[src/rtl/hdmi_pkg.sv]
// Shared video definitions: default 640x480 timing, pattern encodings and the colour-bar table.
package hdmi_pkg;

  localparam int H_ACTIVE_DEF = 640;
  localparam int H_FP_DEF     = 16;
  localparam int H_SYNC_DEF   = 96;
  localparam int H_BP_DEF     = 48;
  localparam int V_ACTIVE_DEF = 480;
  localparam int V_FP_DEF     = 10;
  localparam int V_SYNC_DEF   = 2;
  localparam int V_BP_DEF     = 33;

  typedef enum logic [1:0] {
    PAT_BARS   = 2'd0,
    PAT_GREY   = 2'd1,
    PAT_CHECK  = 2'd2,
    PAT_SCROLL = 2'd3
  } pattern_t;

  // Returns {r,g,b} on/off flags for bar 0..7 (white, yellow, cyan, green, magenta, red, blue, black)
  function automatic logic [2:0] bar_rgb(input logic [2:0] bar);
    logic [2:0] rgb;
    case (bar)
      3'd0:    rgb = 3'b111;
      3'd1:    rgb = 3'b110;
      3'd2:    rgb = 3'b011;
      3'd3:    rgb = 3'b010;
      3'd4:    rgb = 3'b101;
      3'd5:    rgb = 3'b100;
      3'd6:    rgb = 3'b001;
      default: rgb = 3'b000;
    endcase
    return rgb;
  endfunction

endpackage

[src/rtl/video_timing.sv]
// Free-running raster counters with combinational de/sync decode of the current position.
module video_timing
  import hdmi_pkg::*;
#(
  parameter int   H_ACTIVE  = H_ACTIVE_DEF,
  parameter int   H_FP      = H_FP_DEF,
  parameter int   H_SYNC    = H_SYNC_DEF,
  parameter int   H_BP      = H_BP_DEF,
  parameter int   V_ACTIVE  = V_ACTIVE_DEF,
  parameter int   V_FP      = V_FP_DEF,
  parameter int   V_SYNC    = V_SYNC_DEF,
  parameter int   V_BP      = V_BP_DEF,
  parameter logic HSYNC_POL = 1'b0,
  parameter logic VSYNC_POL = 1'b0
) (
  input  logic        pixel_clk,
  input  logic        rst_n,
  output logic [11:0] h_cnt,
  output logic [11:0] v_cnt,
  output logic        de_c,
  output logic        hsync_c,
  output logic        vsync_c,
  output logic        frame_wrap
);

  localparam int H_TOTAL = H_ACTIVE + H_FP + H_SYNC + H_BP;
  localparam int V_TOTAL = V_ACTIVE + V_FP + V_SYNC + V_BP;

  logic h_last;
  logic v_last;

  assign h_last     = (h_cnt == 12'(H_TOTAL - 1));
  assign v_last     = (v_cnt == 12'(V_TOTAL - 1));
  assign frame_wrap = h_last && v_last;

  always_ff @(posedge pixel_clk or negedge rst_n) begin
    if (!rst_n) begin
      h_cnt <= 12'd0;
      v_cnt <= 12'd0;
    end else if (h_last) begin
      h_cnt <= 12'd0;
      v_cnt <= v_last ? 12'd0 : v_cnt + 12'd1;
    end else begin
      h_cnt <= h_cnt + 12'd1;
    end
  end

  logic h_in_sync;
  logic v_in_sync;

  assign h_in_sync = (h_cnt >= 12'(H_ACTIVE + H_FP)) && (h_cnt < 12'(H_ACTIVE + H_FP + H_SYNC));
  assign v_in_sync = (v_cnt >= 12'(V_ACTIVE + V_FP)) && (v_cnt < 12'(V_ACTIVE + V_FP + V_SYNC));

  assign de_c    = (h_cnt < 12'(H_ACTIVE)) && (v_cnt < 12'(V_ACTIVE));
  assign hsync_c = h_in_sync ? HSYNC_POL : ~HSYNC_POL;
  assign vsync_c = v_in_sync ? VSYNC_POL : ~VSYNC_POL;

endmodule

[config.mk]
export PLATFORM = sky130hd
export DESIGN_NAME = video_timing
export DESIGN_NICKNAME = d
export VERILOG_FILES = /design/src/rtl/hdmi_pkg.sv /design/src/rtl/video_timing.sv
export SDC_FILE = /design/constraint.sdc
export NUM_CORES = 1
export LEC_CHECK = 0
export ABC_AREA = 1
export CAP_MARGIN = 20
export CORE_MARGIN = 5
export CORE_UTILIZATION = 45
export CTS_CLUSTER_DIAMETER = 150
export CTS_CLUSTER_SIZE = 40
export DETAILED_ROUTE_END_ITERATION = 10
export GPL_TIMING_DRIVEN = 0
export PLACE_DENSITY_LB_ADDON = 0.1
export SKIP_CTS_REPAIR_TIMING = 1
export SLEW_MARGIN = 40
export SYNTH_ARGS = -nofsm -noshare
export SYNTH_HDL_FRONTEND = slang
export SYNTH_SLANG_ARGS = --single-unit
[constraint.sdc]
create_clock -name pixel_clk -period 2.1 [get_ports pixel_clk]
set_input_delay 0.315 -clock pixel_clk [delete_from_list [all_inputs] [get_ports pixel_clk]]
set_output_delay 0.315 -clock pixel_clk [all_outputs]
set_load 0.01 [all_outputs]
* Yosys cells after proc, flatten, opt, wreduce, memory -nomap -nowiden *
Index checks and enable logic that the tools add are counted.

operators by class
  $add $sub $neg = 2
  order comparisons = 6
  equality and inequality tests = 2
  mux-type cells = 4
  reduce and logical (&&, ||, !) cells = 4

operators with widths
  operator                 count
  $add A12 B1 Y12 const B  2
  $eq A12 B10 Y1 const B   2
  $lt A12 B10 Y1 const B   2
  $lt A12 B9 Y1 const B    2
  $mux W12                 2
  $ge A12 B10 Y1 const B   1
  $ge A12 B9 Y1 const B    1
  $logic_and A1 B1 Y1      4
  $mux W1                  2

word-level totals
  register bits = 24
  input bits = 2
  output and inout port bits = 28
  word-level logic and storage cells = 20

* Depth between registers and ports, before layout *
  depth after elaboration = 3
  gate-level depth with buffers = 9
  gate-level depth less buffers = 8

* Worst setup path before layout *
Ideal clock, no wire load.

  path kind = flip-flop to flip-flop
  start = register h_cnt[0]
  end = register v_cnt[7]
  setup time = 119 ps
  arrival = 1405 ps
  data required time = 1981 ps
  setup slack = 576 ps
  cell stages (with the launch flop) = 10
  path buffers = 1
  period minus slack after synthesis = 1524 ps
  cells stage by stage = dfrtp_1 -> ha_1 -> nand2_2 -> nor2_8 -> nand3_2 -> nor2_4 -> inv_2 -> buf_6 -> nand2_1 -> o21ai_2

between the ends
  cells in the longest elaborated chain, start to end = 1

ends and longest elaborated chain
  element                 line                source
  from (decl)             video_timing.sv:18  output logic [11:0] h_cnt,
  from (signal assigned)  video_timing.sv:44  h_cnt <= h_cnt + 12'd1;
  $eq A12 B10 Y1          video_timing.sv:32  assign h_last = (h_cnt == 12'(H_TOTAL - 1));
  to (signal assigned)    video_timing.sv:42  v_cnt <= v_last ? 12'd0 : v_cnt + 12'd1;
  to (decl)               video_timing.sv:19  output logic [11:0] v_cnt,

No other way between the ends.
A chain may end at the register's enable or synchronous reset.

* Final worst setup path *
  start = register v_cnt[0]
  end = output frame_wrap

between the ends
  cells in the longest elaborated chain, start to end = 2

ends and longest elaborated chain
  element              line                source
  $eq A12 B10 Y1       video_timing.sv:33  assign v_last = (v_cnt == 12'(V_TOTAL - 1));
  $logic_and A1 B1 Y1  video_timing.sv:34  assign frame_wrap = h_last && v_last;
  to (decl)            video_timing.sv:23  output logic frame_wrap

No other way between the ends.

==> run_results.csv <==
group,metric,value,unit
setup_path,cp.required,1.78,ns
global_route,grt_pass1_vias,1353,
pwr,p_per_area,352.3,mW/mm2
sta,worstMarginPinSlew,0.5489,ns
layout,fillers,311,
synth,synth_flop_cell,"dfrtp_1",
global_route,grt.total_usage,16.74,%
sta,rsz0062_at_grt,"no",
sta,max_freq,509.9,MHz
placement,placed_area,0.001829,mm2
synth,synth_edf_count,0,
synth,ys_seq_area_share,40.34,%
sta,hold_violations,0,
setup_path,path_cells,"inv_1 -> ha_1 -> nand2_1 -> nor3_1 -> nand3_1 -> nor2_1 -> dlymetal6s2s_1",
placement,portBuffers,29,
layout,finalNetCount,245,
drt,drc,0,
pwr,ir_drop,186.6,uV
drt,wl_per_cell,12.15,um
layout,areaGrowthSynthToFinish,28.32,%
sta,setup_tns,0,ns
pwr,total_power,0.6730,mW
sta,final_max_slew_viol_count,0,
synth,synth_nets,207,
floorplan,core,0.003103,mm2
clock_network,root_buffer,"clkbuf_4",
pwr,p_leak,0.9380,nW
placement,dp_hpwl,2520,um
floorplan,start_util,47.98,%
layout,mostFrequentLayoutCells,"nand2_1 (44), inv_1 (32), nor2_1 (24), clkdlybuf4s50_1 (24)",
clock_network,cts_buffer_depth,2,
setup_path,cpPeakStageDelay,0.44,ns
sta,finClkSkew,0.001003,ns
synth,synth.distinct_cells,29,
setup_path,reg2reg_depth,7,
synth,syn_avg_cell_area,7.445,um2
clock_network,cts_tree,"yes",
setup_path,end_kind,"output port",
sta,hold_ws,0.5051,ns
synth,yosysWarnings,0,
global_route,grt-ovfl-total,0,
synth,synth-seq-cells,24,
synth,postSynth.asyncResetShare,100.0,%
layout,final_common_cell,"nand2_1",
setup_path,cp_max_fo,5,
drt,vias_per_cell,4.961,
setup_path,arrival,1.65,ns
clock_network,clkSinkCount,24,
synth,syn_inst,200,
global_route,antenna_found_initial,0,
floorplan,num_rows,20,
sta,slew_headroom,63.41,%
drt,dr_total_vias,1389,
synth,syn_area,0.001489,mm2
setup_path,slowest_stage,"dfrtp_1",
layout,antenna_cells,0,
clock_network,worstSkewPairLatency,0.31,ns
sta,min_period,1.961,ns
clock_network,cts_buffers,3,
layout,final_area,0.001911,mm2
floorplan,io-pin-count,30,
drt,drtIter0Drc,91,
global_route,grt_pass1_wl,5844,um
global_route,grt_max_degree,25,
floorplan,die_area,0.004559,mm2
floorplan,fp.dieW,67.52,um
floorplan,die_h,67.52,um
setup_path,cp-start-kind,"register",
sta,final-setup-viol-count,0,
setup_path,path_class,"register to output port",
sta,final.period_utilization,93.39,%
layout,drive_above_1_share,12.71,%
drt,antenna_left,0,
layout,final_util,61.57,%
clock_network,clkTransAtPathRegs,0.13,ns
flow_run,drv_cap,0,
clock_network,cts_max_level,1,
drt,wl,3402,um
hold_path,hold_class,"primary input to async pin",
run_status,outcome,"complete, no violations",
drt,firstDrtPassIters,4,
placement,gp_congestion,0.9482,
==> stage by stage <==
stage / worst slack (ns) / instances
2_1_floorplan: 0.5764 / 200
3_3_place_gp: 0.1039 / 273
3_5_place_dp: 0.03344 / 273
4_1_cts: -0.3655 / 276
5_1_grt: 0.01132 / 280
6_report: 0.1388 / 280
==> where the power goes <==
group          internal [mW]  total (mW)  switching (mW)
Clock                 0.0670       0.200           0.133
Sequential             0.462       0.462               0
Combinational        0.00187      0.0109         0.00900
==> path summary, 6_finish.rpt <==
kind                           from         end  slack (ns)
min                           rst_n    v_cnt[3]        0.51
max in group asynchronous     rst_n   h_cnt[10]        1.20
min in group pixel_clk     h_cnt[2]    h_cnt[2]        0.54
max reg2reg                h_cnt[1]    v_cnt[1]        0.47
max                        v_cnt[0]  frame_wrap        0.14
min reg2reg                h_cnt[2]    h_cnt[2]        0.54
==> synth_stat cells, types with 2 or more instances <==
library cell  instances  area share [%]
o21bai_1              2             1.0
o21ai_2               3             1.8
a21oi_1               2            0.67
xor2_1                6             3.5
nor3_1                5             1.7
nand4_1               3             1.3
inv_2                 2            0.50
dfrtp_1              24              40
nand3_1              20             6.7
nor2_1               27             6.8
ha_1                  5             4.2
inv_1                32             8.1
o21ai_0              10             3.4
nand2_1              44              11
==> cells by family after synthesis <==
logic type      after synthesis  synth area share [%]
buf+inv                      37                 10.17
compound gates               21                 8.740
simple gates                106                 32.44
flops                        24                 40.34
xor+xnor                      7                 4.118
fa+ha+maj                     5                 4.202
==> flip-flops by register name (all words and copies together) (netlist names) <==
signal and flops:
v_cnt 12, h_cnt 12
==> critical path: cells and delay by family (launching register included) <==
kind,cells,cell delay [ns]
buffers and inverters,2,0.29
adder cells (fa/ha/maj),1,0.18
AND/OR/NAND/NOR,4,0.42
flip-flops,1,0.44
==> layer usage <==
layer	vias up	GRT usage (%)	part of all wire (%)
met5	-	0	0
met4	0	7.595	1.4
met3	4	2.662	3.8
met2	25	27.83	48
met1	650	21.21	47
li1	710	-	-
==> area by class of cell <==
| type | count | area (um2) | share of cell area [%] |
|---|---|---|---|
| plain buffers | 3 | 23.77 | 1.244 |
| clock buffers | 3 | 22.52 | 1.179 |
| inverters | 34 | 127.6 | 6.680 |
| multi-input cells | 139 | 755.7 | 39.55 |
| flip-flops and latches | 24 | 605.6 | 31.70 |
| well taps | 44 | 55.05 | 2.881 |
| repair buffers | 33 | 320.3 | 16.76 |
No activity file was read; power rests on OpenSTA's default activity.
